## src/rtl/interlock_input_conditioner_if.sv

```systemverilog
// Board-side bundle for the interlock input conditioner: raw switches and key in,
// clean command levels, test pulse and conflict flags out.
interface interlock_input_conditioner_if;
   logic       sw_arrive;
   logic       sw_depart;
   logic       sw_fill;
   logic       sw_drain;
   logic       sw_iport;
   logic       sw_oport;
   logic       sw_select;
   logic       key_test_n;

   logic       arrive;
   logic       depart;
   logic       fill;
   logic       drain;
   logic       iport;
   logic       oport;
   logic       select;
   logic       testPressure;
   logic [1:0] conflict;

   modport master (
      output sw_arrive, sw_depart, sw_fill, sw_drain, sw_iport, sw_oport, sw_select, key_test_n,
      input  arrive, depart, fill, drain, iport, oport, select, testPressure, conflict
   );

   modport slave (
      input  sw_arrive, sw_depart, sw_fill, sw_drain, sw_iport, sw_oport, sw_select, key_test_n,
      output arrive, depart, fill, drain, iport, oport, select, testPressure, conflict
   );
endinterface

```

## src/rtl/interlock_input_conditioner.sv

```systemverilog
// Synchronizes and debounces the airlock switches and test key, then registers
// conflict-free command levels and a single-cycle test pulse.
module interlock_input_conditioner #(
   parameter int DEB_CYCLES = 4,
   parameter int DEB_W      = 3
) (
   input  logic                           clock,
   input  logic                           reset,
   interlock_input_conditioner_if.slave   bus
);

   // Channel order: arrive, depart, fill, drain, iport, oport, select, key.
   localparam int               NCH      = 8;
   localparam int               KEY      = 7;
   localparam logic [NCH-1:0]   IDLE_VAL = 8'h80;
   localparam logic [DEB_W-1:0] DEB_LAST = DEB_W'(DEB_CYCLES - 1);

   logic [NCH-1:0]   raw;
   logic [NCH-1:0]   s1;
   logic [NCH-1:0]   s2;
   logic [NCH-1:0]   st;
   logic [DEB_W-1:0] cnt [NCH];
   logic             prevKey;
   logic             pressEvent;

   assign raw = {bus.key_test_n, bus.sw_select, bus.sw_oport, bus.sw_iport,
                 bus.sw_drain, bus.sw_fill, bus.sw_depart, bus.sw_arrive};

   // Key idles released (1) so reset never fabricates a press edge.
   always_ff @(posedge clock) begin
      if (!reset) begin
         s1      <= IDLE_VAL;
         s2      <= IDLE_VAL;
         st      <= IDLE_VAL;
         prevKey <= 1'b1;
         for (int i = 0; i < NCH; i++) begin
            cnt[i] <= '0;
         end
      end else begin
         s1      <= raw;
         s2      <= s1;
         prevKey <= st[KEY];
         for (int i = 0; i < NCH; i++) begin
            if (s2[i] == st[i]) begin
               cnt[i] <= '0;
            end else if (cnt[i] == DEB_LAST) begin
               st[i]  <= s2[i];
               cnt[i] <= '0;
            end else begin
               cnt[i] <= cnt[i] + 1'b1;
            end
         end
      end
   end

   assign pressEvent = prevKey & ~st[KEY];

   // Both members of a pair come from one st snapshot, so a simultaneous change cannot glitch.
   always_ff @(posedge clock) begin
      if (!reset) begin
         bus.arrive       <= 1'b0;
         bus.depart       <= 1'b0;
         bus.fill         <= 1'b0;
         bus.drain        <= 1'b0;
         bus.iport        <= 1'b0;
         bus.oport        <= 1'b0;
         bus.select       <= 1'b0;
         bus.testPressure <= 1'b0;
         bus.conflict     <= 2'b00;
      end else begin
         bus.arrive       <= st[0] & ~st[1];
         bus.depart       <= st[1] & ~st[0];
         bus.fill         <= st[2] & ~st[3];
         bus.drain        <= st[3] & ~st[2];
         bus.iport        <= st[4];
         bus.oport        <= st[5];
         bus.select       <= st[6];
         bus.testPressure <= pressEvent;
         bus.conflict     <= {st[2] & st[3], st[0] & st[1]};
      end
   end

endmodule

```

## src/flat_wrapper.sv

```systemverilog
// flat-port wrapper written by rule: the top's interface ports become plain ports
module interlock_input_conditioner_flat 
#(
   parameter int DEB_CYCLES = 4,
   parameter int DEB_W      = 3
)
  (clock, reset, bus_sw_arrive, bus_sw_depart, bus_sw_fill, bus_sw_drain, bus_sw_iport, bus_sw_oport, bus_sw_select, bus_key_test_n, bus_arrive, bus_depart, bus_fill, bus_drain, bus_iport, bus_oport, bus_select, bus_testPressure, bus_conflict);
  interlock_input_conditioner_if bus_i ();
  input  logic clock;
  input  logic reset;
  input wire logic [$bits(bus_i.sw_arrive)-1:0] bus_sw_arrive;
  input wire logic [$bits(bus_i.sw_depart)-1:0] bus_sw_depart;
  input wire logic [$bits(bus_i.sw_fill)-1:0] bus_sw_fill;
  input wire logic [$bits(bus_i.sw_drain)-1:0] bus_sw_drain;
  input wire logic [$bits(bus_i.sw_iport)-1:0] bus_sw_iport;
  input wire logic [$bits(bus_i.sw_oport)-1:0] bus_sw_oport;
  input wire logic [$bits(bus_i.sw_select)-1:0] bus_sw_select;
  input wire logic [$bits(bus_i.key_test_n)-1:0] bus_key_test_n;
  output wire logic [$bits(bus_i.arrive)-1:0] bus_arrive;
  output wire logic [$bits(bus_i.depart)-1:0] bus_depart;
  output wire logic [$bits(bus_i.fill)-1:0] bus_fill;
  output wire logic [$bits(bus_i.drain)-1:0] bus_drain;
  output wire logic [$bits(bus_i.iport)-1:0] bus_iport;
  output wire logic [$bits(bus_i.oport)-1:0] bus_oport;
  output wire logic [$bits(bus_i.select)-1:0] bus_select;
  output wire logic [$bits(bus_i.testPressure)-1:0] bus_testPressure;
  output wire logic [$bits(bus_i.conflict)-1:0] bus_conflict;
  assign bus_i.sw_arrive = bus_sw_arrive;
  assign bus_i.sw_depart = bus_sw_depart;
  assign bus_i.sw_fill = bus_sw_fill;
  assign bus_i.sw_drain = bus_sw_drain;
  assign bus_i.sw_iport = bus_sw_iport;
  assign bus_i.sw_oport = bus_sw_oport;
  assign bus_i.sw_select = bus_sw_select;
  assign bus_i.key_test_n = bus_key_test_n;
  assign bus_arrive = bus_i.arrive;
  assign bus_depart = bus_i.depart;
  assign bus_fill = bus_i.fill;
  assign bus_drain = bus_i.drain;
  assign bus_iport = bus_i.iport;
  assign bus_oport = bus_i.oport;
  assign bus_select = bus_i.select;
  assign bus_testPressure = bus_i.testPressure;
  assign bus_conflict = bus_i.conflict;
  interlock_input_conditioner #(.DEB_CYCLES(DEB_CYCLES), .DEB_W(DEB_W)) u_core (.clock(clock), .reset(reset), .bus(bus_i));
endmodule
```

## config.mk

```make
export PLATFORM = sky130hd
export DESIGN_NAME = interlock_input_conditioner_flat
export DESIGN_NICKNAME = d
export VERILOG_FILES = /design/src/rtl/interlock_input_conditioner_if.sv /design/src/rtl/interlock_input_conditioner.sv /design/src/flat_wrapper.sv
export SDC_FILE = /design/constraint.sdc
export NUM_CORES = 1
export LEC_CHECK = 0
export CAP_MARGIN = 20
export CELL_PAD_IN_SITES_DETAIL_PLACEMENT = 1
export CELL_PAD_IN_SITES_GLOBAL_PLACEMENT = 1
export CORE_MARGIN = 2
export CORE_UTILIZATION = 42
export CTS_CLUSTER_SIZE = 25
export DETAILED_ROUTE_END_ITERATION = 6
export GPL_ROUTABILITY_DRIVEN = 1
export PLACE_DENSITY_LB_ADDON = 0.1
export SLEW_MARGIN = 40
export SYNTH_ARGS = -nofsm -noshare
export SYNTH_HDL_FRONTEND = slang
export SYNTH_SLANG_ARGS = --single-unit
```

## constraint.sdc

```tcl
create_clock -name clock -period 1.3 [get_ports clock]
set_clock_uncertainty 0.15 [all_clocks]
set_input_delay 0.26 -clock clock [delete_from_list [all_inputs] [get_ports clock]]
set_output_delay 0.26 -clock clock [all_outputs]
set_load 0.02 [all_outputs]
```

# Yosys cells after proc, flatten, opt, wreduce, memory -nomap -nowiden
# Memory sizes are Yosys's and may differ from the RTL's.
# Cells that the tools add are included.
# Widths: inputs -> output; s select.
# word_totals
regBits	35
mem_bits_rw	24
inputBits	10
memories	1
# classes
n_addsub	8
n_eq_ne	16
muxes	113
n_bitwise	44
n_reduce_logical	8
# mem_list
memory	depth	width	read_ports	rd_ports_with_merged_regs	wr	line_no	rtl
u_core.cnt	8	3	8	0	8	interlock_input_conditioner.sv:22	logic [DEB_W-1:0] cnt [NCH];
# op_table
cell	count
$mux 1	89
$mux 3	24
$add 3x1->3 const B	8
$eq 3x2->1 const B	8
$or 1x1->1	24
$reduce_and 2->1	8
$not 1->1	13
$eq 1x1->1	8
$and 1x1->1	7

# Depth between registers and ports, before layout
# Gate-level depths: netlist (run 1).
# depth
word_depth	7
ltp_mapped	4

# Least setup slack after synthesis (run 1)
# No wires, ideal clock.
# synth_path
path_type	flip-flop to flip-flop
from	mem u_core.cnt[5][0] (netlist: u_core.cnt[0][15])
to	mem u_core.cnt[5][2] (netlist: u_core.cnt[0][17]), data pin
setup_time_ns	0.182
arrival_ns	1.100
t_required_ns	0.968
path_slack_ns	-0.131
stages_incl_launch_ff	4
path_buffers	0
synth_period_minus_slack_ns	1.431
cell_sequence	edfxtp_1 -> ha_1 -> ha_1 -> nor4b_1
# synth_lines
element	line_no
start: declaration	interlock_input_conditioner.sv:22

==> impl_metrics.env, run 1 <==
export IMPL_yosys_area_share_simple_pct=20.0
export IMPL_shortest_period_the_worst_path_allows_ns=1.45
export IMPL_final_common_cell="dfxtp_1"
export IMPL_max_slew_worst_pin_slew_ns=0.617
export IMPL_timing_critical_path_fanout_max=4
export IMPL_yosys_cell_types_count=21
export IMPL_timing_critical_path_slowest_stage_cell="edfxtp_1"
export IMPL_post_dp_cell_area_mm2=0.00293
export IMPL_hold_path_class="reg2reg"
export IMPL_initial_utilization_pct=44.1
export IMPL_combinationalPowerShare_pct=8.8
export IMPL_p_leak_nw=1.37
export IMPL_synthXorXnorAreaFrac_pct=3.05
export IMPL_post_route_cells_drive_above_1_share_pct=42.4
export IMPL_power_switching_fraction_pct=22.9
export IMPL_clkSlewWorstSetupHoldPaths_ns=0.07
export IMPL_antenna_diode_count=0
export IMPL_critical_path_required_ns=1.43
export IMPL_grt_total_usage_pct=18.2
export IMPL_hold_buffer_count_at_cts=0
export IMPL_vias_per_cell=4.69
export IMPL_cp_data_arrival_time_ns=1.59
export IMPL_clock_tree_from_tritoncts="built"
export IMPL_cts_buffers_inserted=9
export IMPL_synth_area_mux_share_pct=3.49
export IMPL_finalCritPeriodShare_pct=112
export IMPL_pwr_density_cell_mw_per_mm2=1140
export IMPL_total_of_fill_cells_in_the_finished_design=496
export IMPL_failed_checks="negative setup slack"
export IMPL_most_frequent_cells_in_the_layout="dfxtp_1, buf_4, edfxtp_1, conb_1, and2_1"
export IMPL_timing_final_max_slew_violations=0
export IMPL_std_cell_rows=26
export IMPL_setup_viol=30
export IMPL_clk_path_buf_depth=2
export IMPL_power_frac_clock_pct=39.8
export IMPL_final_critical_path_setup_slack_ns=-0.154
export IMPL_proportion_of_synthesized_chip_area_in_sequential_cells_pct=61.9
export IMPL_area_growth_syn_to_layout_pct=49.8
export IMPL_synth_seq_cells=59
export IMPL_grt_first_pass_wirelength_um=8070
export IMPL_synth_area_in_adders_pct=8.72
export IMPL_stdcell_area_mm2=0.00344
export IMPL_dieHeight_um=77.9
export IMPL_post_drt_wl_per_cell_um=16.6
export IMPL_place_port_buffers=19
export IMPL_ant_nets=0
export IMPL_drt_iter0_drc=42
export IMPL_slew_headroom_pct=58.6
export IMPL_seq_power_share_pct=51.4
export IMPL_yosys_warnings=0
export IMPL_clock_root_buffer="clkbuf_8"
export IMPL_dp_final_hpwl_um=3040
export IMPL_pin_count=20
export IMPL_syn_avg_cell_area_um2=13.7
export IMPL_die_area_mm2=0.00607
export IMPL_fp_coreArea_mm2=0.00520
export IMPL_clock_sinks=59
export IMPL_timing_critical_path_slowest_cell_delay_ns=0.40
export IMPL_outcome="finished with violations"
export IMPL_cts_htree_levels=3
export IMPL_fmax_ghz=0.688
export IMPL_setup_worst_path_start_class="flip-flop"
export IMPL_grt_antenna_before_repair=0
export IMPL_worst_setup_path_end_kind="flip-flop"
export IMPL_num_vias=1501
export IMPL_path_cells="ha_2 > ha_4 > buf_6 > mux2i_4 > nor2b_2"
export IMPL_first_pass_iters=2
export IMPL_synth_flop_cell="dfxtp_1"
export IMPL_mappedNetlistArea_mm2=0.00229
export IMPL_syn_inst=168
export IMPL_number_of_global_route_vias_before_repair=1684
export IMPL_ys_async_sr_fraction_pct=0
export IMPL_max_vdd_ir_drop_v=0.000880
export IMPL_finalHoldWorstSlack_ns=0.267
export IMPL_route_detailed_drc=0
export IMPL_route_final_wire_length_um=5310
export IMPL_p_int_w=0.00303
export IMPL_synth_top_family_by_area="simple AND/OR/NAND/NOR gates"
export IMPL_clk_insertion_delay_late_ns=0.35
export IMPL_synth_enable_flop_cells=24
export IMPL_dieWidth_um=77.9
export IMPL_design_final_nets=271
export IMPL_drv_max_cap_violation_count=0
export IMPL_setup_cp_type="reg2reg"
export IMPL_grt_ovfl_total=0
export IMPL_synth_compound_area_share_pct=0
export IMPL_netSwitchingPower_w=0.000899
export IMPL_timing_final_hold_violations=0
export IMPL_gp_routability_congestion=0.685
export IMPL_largest_net_degree_at_the_start_of_global_routing=29
export IMPL_rsz0062_at_grt="true"
-- cell usage after synthesis, drive strengths merged (4+ instances only) --
cell type / count / area share, %
mux2i: 8 / 3.5
edfxtp: 24 / 31
nor2b: 7 / 1.9
nor4b: 16 / 6.1
ha: 16 / 8.7
nor4bb: 4 / 1.7
clkbuf: 4 / 0.71
dfxtp: 35 / 31
xnor2: 8 / 3.1
and4bb: 4 / 2.2
and2: 17 / 4.6
inv: 9 / 1.5
-- critical path: cells and delay by family (launching register included) --
family	cells	cell delay (ns)
fa+ha+maj	2	0.39
buf+inv	1	0.12
flops	1	0.40
mux	1	0.18
simple gates	1	0.15
-- timing repair --
action | CTS | global route
endpoints found under the setup margin | 38 | 32
setup buffers | 6 | 7
resized for setup | 63 | 18
pin swaps | 16 | 5
-- area by class of cell --
| type | count | area, µm² | share of cell area (%) |
|---|---|---|---|
| clock buffers | 14 | 173 | 5.02 |
| clock inverters | 2 | 10.0 | 0.291 |
| inverters | 9 | 33.8 | 0.983 |
| multi-input cells | 117 | 1330 | 38.5 |
| flip-flops and latches | 59 | 1420 | 41.3 |
| well taps | 70 | 87.6 | 2.55 |
| repair buffers | 49 | 388 | 11.3 |
-- per-stage QoR --
step	setup TNS (ns)	power [W]	utilization, %	std cells	setup WS, ns
3_5_place_dp	-10.33	0.00230	56.3	291	-0.444
6_report	-2.60	0.00393	66.1	320	-0.154
4_1_cts	-2.33	0.00386	62.5	313	-0.132
2_1_floorplan	-0.0962	0.00220	-	191	-0.0145
3_3_place_gp	-7.01	0.00227	56.3	291	-0.231
5_1_grt	-4.09	0.00408	66.1	320	-0.211
-- power groups by stage --
| stage | registers (W) | logic (W) | clock network [W] |
|---|---|---|---|
| global placement | 0.00205 | 0.000219 | 0 |
| global route | 0.00202 | 0.000374 | 0.00169 |
| finish | 0.00202 | 0.000344 | 0.00156 |
| floorplan | 0.00205 | 0.000151 | 0 |
| detailed placement | 0.00205 | 0.000240 | 0 |
| CTS | 0.00201 | 0.000288 | 0.00156 |
-- sequential cells by signal, summed over array words and instances (netlist names) --
signal and cells:
u_core.s2 8, u_core.bus.arrive 1, u_core.bus.select 1, u_core.bus.testPressure 1, u_core.bus.depart 1, u_core.st 8, u_core.prevKey 1, u_core.cnt 24
u_core.bus.drain 1, u_core.bus.fill 1, u_core.bus.iport 1, u_core.bus.oport 1, u_core.bus.conflict 2, u_core.s1 8
-- layer usage --
metal,track usage [%],share of wire (%),wire length [µm],vias to the layer above
met2,32.8,59,3160,24
met4,8.42,2.5,135,0
met5,0,0,0,-
li1,-,-,-,728
met1,18.9,35,1860,736
met3,6.28,3.0,161,13
-- worst paths after layout --
path	slack [ns]	cells past startpoint	to	startpoint
worst min-delay path	0.27	2	u_core.bus.testPressure$_SDFF_PN0_	u_core.prevKey$_SDFF_PN1_
worst max-delay path	-0.15	5	u_core.st[1]$_SDFFE_PN0P_	u_core.cnt[0][3]$_SDFFCE_PN0P_
worst max register to register	-0.15	5	u_core.st[1]$_SDFFE_PN0P_	u_core.cnt[0][3]$_SDFFCE_PN0P_
worst min register to register	0.27	2	u_core.bus.testPressure$_SDFF_PN0_	u_core.prevKey$_SDFF_PN1_
-- logic make-up after synthesis --
logic type / after synthesis
AND/OR/NAND/NOR: 61
XOR/XNOR: 8
flip-flops: 59
adder cells (fa/ha/maj): 16
buffers and inverters: 15
multiplexers: 8
other: 1
(Power assumes the default switching activity.)
==> inputs of run 2 (changes only) <==
--- a/config.mk
+++ b/config.mk
@@ -14,6 +14,7 @@
 export DETAILED_ROUTE_END_ITERATION = 6
 export GPL_ROUTABILITY_DRIVEN = 1
 export PLACE_DENSITY_LB_ADDON = 0.1
+export SETUP_SLACK_MARGIN = 0.3
 export SLEW_MARGIN = 40
 export SYNTH_ARGS = -nofsm -noshare
 export SYNTH_HDL_FRONTEND = slang
==> run 2 against run 1 <==
Largest cell class unchanged. First-iteration DRC count decreased by 17%. Setup slack improved by 0.041 ns. The run still ends with negative setup slack left. Combinational power decreased by 4%. Highest routed layer unchanged.
==> impl_metrics.env, run 2 (synthesized netlist as in run 1, its figures left out) <==
export IMPL_sum_of_buffers_and_inverters_on_the_critical_path=0
export IMPL_timing_critical_path_fanout_max=4
export IMPL_dieHeight_um=77.9
export IMPL_timing_critical_path_slowest_stage_cell="edfxtp_1"
export IMPL_cts_buffers_inserted=9
export IMPL_first_pass_iters=4
export IMPL_grt_first_pass_wirelength_um=7270
export IMPL_critical_path_startpoint="u_core.cnt[0][15]$_SDFFCE_PN0P_"
export IMPL_critPathTopFamily="flip-flops"
export IMPL_min_path_cells=2
export IMPL_totalNegativeSetupSlack_ns=-1.75
export IMPL_post_drt_wl_per_cell_um=14.4
export IMPL_grt_antenna_before_repair=0
export IMPL_vias_per_cell=4.52
export IMPL_clock_tree_from_tritoncts="built"
export IMPL_final_critical_path_setup_slack_ns=-0.113
export IMPL_dp_cells=288
export IMPL_clock_sinks=59
export IMPL_outcome="finished with violations"
export IMPL_reg2reg_setup_slack_ns=-0.11
export IMPL_final_common_cell="dfxtp_1"
export IMPL_setup_viol=27
export IMPL_number_of_global_route_vias_before_repair=1628
export IMPL_max_vdd_ir_drop_v=0.000856
export IMPL_num_vias=1414
export IMPL_largest_net_degree_at_the_start_of_global_routing=29
export IMPL_timing_critical_path_slowest_cell_delay_ns=0.41
export IMPL_area_growth_syn_to_layout_pct=50.8
export IMPL_route_detailed_drc=0
export IMPL_shortest_period_the_worst_path_allows_ns=1.41
export IMPL_hold_path_class="reg2reg"
export IMPL_route_final_wire_length_um=4520
export IMPL_rsz0062_at_grt="true"
export IMPL_worst_setup_path_end_kind="flip-flop"
export IMPL_most_frequent_cells_in_the_layout="dfxtp_1, edfxtp_1, conb_1"
export IMPL_largest_register_ff_count=24
export IMPL_dp_final_hpwl_um=2850
export IMPL_worst_reg2reg_path_endpoint="u_core.cnt[0][16]$_SDFFCE_PN0P_"
export IMPL_pin_count=20
export IMPL_timing_final_max_slew_violations=0
export IMPL_fmax_ghz=0.708
export IMPL_layout_cells_excl_fill=313
export IMPL_critical_path_required_ns=1.29
export IMPL_finalCritPeriodShare_pct=109
export IMPL_clock_root_buffer="clkbuf_8"
export IMPL_cp_data_arrival_time_ns=1.40
export IMPL_clkSlewWorstSetupHoldPaths_ns=0.07
export IMPL_total_stage_count_of_the_critical_path=3
export IMPL_std_cell_rows=26
export IMPL_fp_coreArea_mm2=0.00520
export IMPL_initial_utilization_pct=44.1
export IMPL_timing_critical_path_to="u_core.cnt[0][16]$_SDFFCE_PN0P_"
export IMPL_setup_cp_type="reg2reg"
export IMPL_p_leak_nw=1.35
export IMPL_path_cells="ha_2 > ha_4 > nor4bb_2"
export IMPL_clk_insertion_delay_late_ns=0.32
export IMPL_post_route_total_power_w=0.00399
export IMPL_place_port_buffers=19
export IMPL_antenna_diode_count=0
export IMPL_post_route_cells_drive_above_1_share_pct=42.4
export IMPL_rr_startpoint="u_core.cnt[0][15]$_SDFFCE_PN0P_"
export IMPL_die_area_mm2=0.00607
export IMPL_design_final_nets=264
export IMPL_gp_routability_congestion=0.712
export IMPL_timing_final_hold_violations=0
export IMPL_slew_headroom_pct=59.6
export IMPL_ant_nets=0
export IMPL_total_of_fill_cells_in_the_finished_design=504
export IMPL_cts_htree_levels=3
export IMPL_dieWidth_um=77.9
export IMPL_worstRegToRegCells=3
export IMPL_clk_path_buf_depth=2
export IMPL_drt_iter0_drc=35
export IMPL_max_slew_worst_pin_slew_ns=0.601
export IMPL_drv_max_cap_violation_count=0
export IMPL_largest_register="u_core.cnt"
export IMPL_setup_worst_path_start_class="flip-flop"
export IMPL_grt_ovfl_total=0
export IMPL_grt_total_usage_pct=15.9
export IMPL_failed_checks="negative setup slack"
export IMPL_pwr_density_cell_mw_per_mm2=1150
-- run 2: how the worst min path moves through the flow --
| stage | endpoint | from |
|---|---|---|
| floorplan | u_core.s1[7]$_SDFF_PN1_ | bus_key_test_n |
| global placement | u_core.s2[7]$_SDFF_PN1_ | u_core.s1[7]$_SDFF_PN1_ |
| detailed placement | u_core.bus.testPressure$_SDFF_PN0_ | u_core.prevKey$_SDFF_PN1_ |
| global route | u_core.bus.testPressure$_SDFF_PN0_ | u_core.prevKey$_SDFF_PN1_ |
| finish | u_core.bus.testPressure$_SDFF_PN0_ | u_core.prevKey$_SDFF_PN1_ |
| CTS | u_core.bus.testPressure$_SDFF_PN0_ | u_core.prevKey$_SDFF_PN1_ |
-- run 2: repair_timing --
action | in CTS | in global routing
pin swaps | 10 | 5
setup buffers | 6 | 3
gates resized for setup | 89 | 19
setup endpoints to repair | 69 | 42
hold buffers | 0 | 0
-- run 2: cell type report --
class	count	area, µm²	area share, %
clock inverter	3	38.8	1.12
inverter	9	33.8	0.976
multi-input combinational	117	1310	37.9
timing repair buffer	42	398	11.5
tap	70	87.6	2.53
sequential	59	1430	41.4
clock buffer	13	159	4.59
-- run 2: power breakdown --
part | switching [W] | internal [W]
combinational | 0.000141 | 0.000190
clock | 0.000661 | 0.000982
sequential | 0.0000300 | 0.00199
total | 0.000832 | 0.00316
-- run 2: worst min-delay path: stages, from the launching register on --
cell and delay, ns:
dfxtp_1 0.30, inv_1 0.04, nor2_1 0.03
-- run 2: metrics by stage --
stage	hold slack [ns]	worst slack [ns]	area [µm²]	util [%]
5_1_grt	0.278	-0.171	3460	66.5
6_report	0.259	-0.113	3460	66.5
3_3_place_gp	0.238	-0.252	2910	55.9
2_1_floorplan	0.206	-0.0145	2550	-
4_1_cts	0.260	-0.121	3290	63.2
3_5_place_dp	0.260	-0.363	2910	55.9
-- run 2: metal layers --
layer,vias up,part of all wire [%],wire [µm],global-route usage [%]
li1,710,-,-,-
met2,18,56,2550,29.0
met3,4,2.3,106,3.60
met1,682,40,1820,16.7
met4,0,1.0,46,9.30
met5,-,0,0,0
==> inputs of run 3 (changes only) <==
--- a/config.mk
+++ b/config.mk
@@ -9,10 +9,12 @@
 export CELL_PAD_IN_SITES_DETAIL_PLACEMENT = 1
 export CELL_PAD_IN_SITES_GLOBAL_PLACEMENT = 1
 export CORE_MARGIN = 2
-export CORE_UTILIZATION = 42
+export CORE_UTILIZATION = 46
 export CTS_CLUSTER_SIZE = 25
 export DETAILED_ROUTE_END_ITERATION = 6
+export DONT_BUFFER_PORTS = 1
 export GPL_ROUTABILITY_DRIVEN = 1
+export GPL_TIMING_DRIVEN = 0
 export PLACE_DENSITY_LB_ADDON = 0.1
 export SETUP_SLACK_MARGIN = 0.3
 export SLEW_MARGIN = 40
==> run 3 against run 2 <==
Sequential share of layout area up 2.9 points. Register-to-register slack worse by 0.03 ns. Clock power shrank 15%. Total power fell by 6.5%. Setup slack got worse by 0.034 ns. Critical endpoint is now u_core.cnt[0][11]$_SDFFCE_PN0P_. The flow still finishes with violations (negative setup slack). Clock-buffer cell count is 2 higher. First-iteration DRC count is 14% higher. Global-route usage up 3.6 points. Non-clock buffer count decreased by 14. Critical path depth unchanged. Sequential power barely moved. Largest power group unchanged.
==> impl_metrics.env, run 3 (synthesized netlist as in run 1, its figures left out) <==
export IMPL_total_stage_count_of_the_critical_path=3
export IMPL_path_cells="ha_2 > ha_4 > nor4b_4"
export IMPL_pwr_density_cell_mw_per_mm2=1130
export IMPL_final_common_cell="dfxtp_1"
export IMPL_grt_antenna_before_repair=0
export IMPL_multiInputGateArea_mm2=0.00134
export IMPL_p_leak_nw=1.24
export IMPL_fp_coreArea_mm2=0.00475
export IMPL_dieWidth_um=74.6
export IMPL_top_layer="met4"
export IMPL_dieHeight_um=74.6
export IMPL_setup_cp_type="reg2reg"
export IMPL_stdcell_area_mm2=0.00329
export IMPL_total_of_fill_cells_in_the_finished_design=455
export IMPL_gp_routability_congestion=0.750
export IMPL_layout_cells_excl_fill=295
export IMPL_timing_final_max_slew_violations=0
export IMPL_cts_buffers_inserted=9
export IMPL_drv_max_cap_violation_count=0
export IMPL_grt_first_pass_wirelength_um=7620
export IMPL_num_vias=1428
export IMPL_clk_path_buf_depth=2
export IMPL_dr_wl_met2_um=2960
export IMPL_grt_ovfl_total=0
export IMPL_initial_utilization_pct=48.3
export IMPL_sequential_cell_area_mm2=0.00146
export IMPL_place_port_buffers=0
export IMPL_rsz0062_at_grt="true"
export IMPL_finalCritPeriodShare_pct=111
export IMPL_most_frequent_cells_in_the_layout="dfxtp_1, edfxtp_1, conb_1"
export IMPL_max_slew_worst_pin_slew_ns=0.674
export IMPL_worstRegToRegCells=3
export IMPL_clkSlewWorstSetupHoldPaths_ns=0.06
export IMPL_dp_final_hpwl_um=2940
export IMPL_rr_startpoint="u_core.cnt[0][10]$_SDFFCE_PN0P_"
export IMPL_hold_path_startpoint="reset"
export IMPL_max_vdd_ir_drop_v=0.000865
export IMPL_timing_critical_path_slowest_cell_delay_ns=0.41
export IMPL_post_dp_cell_area_mm2=0.00264
export IMPL_sum_of_buffers_and_inverters_on_the_critical_path=0
export IMPL_clock_tree_from_tritoncts="built"
export IMPL_number_of_global_route_vias_before_repair=1562
export IMPL_design_final_nets=250
export IMPL_wl_met1_um=2130
export IMPL_cts_htree_levels=3
export IMPL_route_detailed_drc=0
export IMPL_post_route_cells_drive_above_1_share_pct=38.2
export IMPL_timing_final_hold_violations=0
export IMPL_std_cell_rows=25
export IMPL_totalNegativeSetupSlack_ns=-2.24
export IMPL_slew_headroom_pct=55.0
export IMPL_clock_root_buffer="clkbuf_8"
export IMPL_largest_register="u_core.cnt"
export IMPL_dp_cells=258
export IMPL_hold_path_class="in2reg"
export IMPL_die_area_mm2=0.00557
export IMPL_route_met3_wl_um=123
export IMPL_fmax_ghz=0.691
export IMPL_final_critical_path_setup_slack_ns=-0.148
export IMPL_timing_critical_path_slowest_stage_cell="edfxtp_1"
export IMPL_clock_sinks=59
export IMPL_ant_nets=0
export IMPL_critPathTopFamily="adder cells"
export IMPL_pin_count=20
export IMPL_first_pass_iters=4
export IMPL_shortest_period_the_worst_path_allows_ns=1.45
export IMPL_setup_worst_path_start_class="flip-flop"
export IMPL_failed_checks="negative setup slack"
export IMPL_critical_path_startpoint="u_core.cnt[0][10]$_SDFFCE_PN0P_"
export IMPL_outcome="finished with violations"
export IMPL_min_path_cells=2
export IMPL_vias_per_cell=4.84
export IMPL_largest_register_ff_count=24
export IMPL_setup_viol=28
export IMPL_post_drt_wl_per_cell_um=18.2
export IMPL_worst_setup_path_end_kind="flip-flop"
export IMPL_cp_data_arrival_time_ns=1.45
export IMPL_drt_iter0_drc=40
export IMPL_largest_net_degree_at_the_start_of_global_routing=11
export IMPL_route_final_wire_length_um=5360
export IMPL_post_route_total_power_w=0.00373
export IMPL_timing_critical_path_fanout_max=1
export IMPL_antenna_diode_count=0
export IMPL_area_growth_syn_to_layout_pct=43.4
export IMPL_grt_total_usage_pct=19.5
export IMPL_clk_insertion_delay_late_ns=0.33
export IMPL_critical_path_required_ns=1.30
export IMPL_finalHoldWorstSlack_ns=0.164
[run 3: changes by cell type in the layout (fill, tap and decap cells not counted), sizes merged, moves of 2 or more]
cell	previous run	this run
clkdlybuf4s50	8	0
buf	33	16
dlygate4sd3	0	8
clkinv	2	0
clkbuf	13	19
[run 3: power breakdown]
part	leakage [nW]	internal, W	switching (W)
Sequential	0.541	0.00197	0.0000358
Combinational	0.624	0.000177	0.000154
Clock	0.0778	0.000738	0.000660
Total	1.24	0.00288	0.000850
[run 3: worst paths after layout]
| check | slack [ns] | to |
|---|---|---|
| worst max-delay path | -0.15 | u_core.cnt[0][11]$_SDFFCE_PN0P_ |
| worst min-delay path | 0.16 | u_core.prevKey$_SDFF_PN1_ |
| worst max register to register | -0.15 | u_core.cnt[0][11]$_SDFFCE_PN0P_ |
| worst min register to register | 0.28 | u_core.bus.testPressure$_SDFF_PN0_ |
[run 3: per-stage QoR]
step / utilization, % / setup WS [ns]
2_1_floorplan: - / -0.0145
3_3_place_gp: 55.4 / -0.0720
3_5_place_dp: 55.4 / -0.184
4_1_cts: 64.9 / -0.109
5_1_grt: 69.2 / -0.183
6_report: 69.2 / -0.148
[run 3: layout make-up]
cell class              instances  share of cell area, %
plain buffers                   6                  0.798
clock buffers                  15                   4.75
inverters                       9                   1.03
multi-input cells             117                   40.8
flip-flops and latches         59                   44.3
well taps                      67                   2.55
repair buffers                 22                   5.74
[run 3: layer usage]
metal  GRT usage (%)  vias to the layer above
li1                -                      680
met1            21.9                      708
met2            33.9                       26
met5               0                        -
met3            4.95                       14
met4            10.9                        0
[run 3: timing repair]
action | 4_1_cts | 5_1_grt
hold buffers | 8 | 0
endpoints found under the setup margin | 42 | 42
gates resized for setup | 36 | 20
hold endpoints to repair | 8 | 0
setup buffers | 8 | 6
pin swaps | 13 | 7
gates cloned | 0 | 0
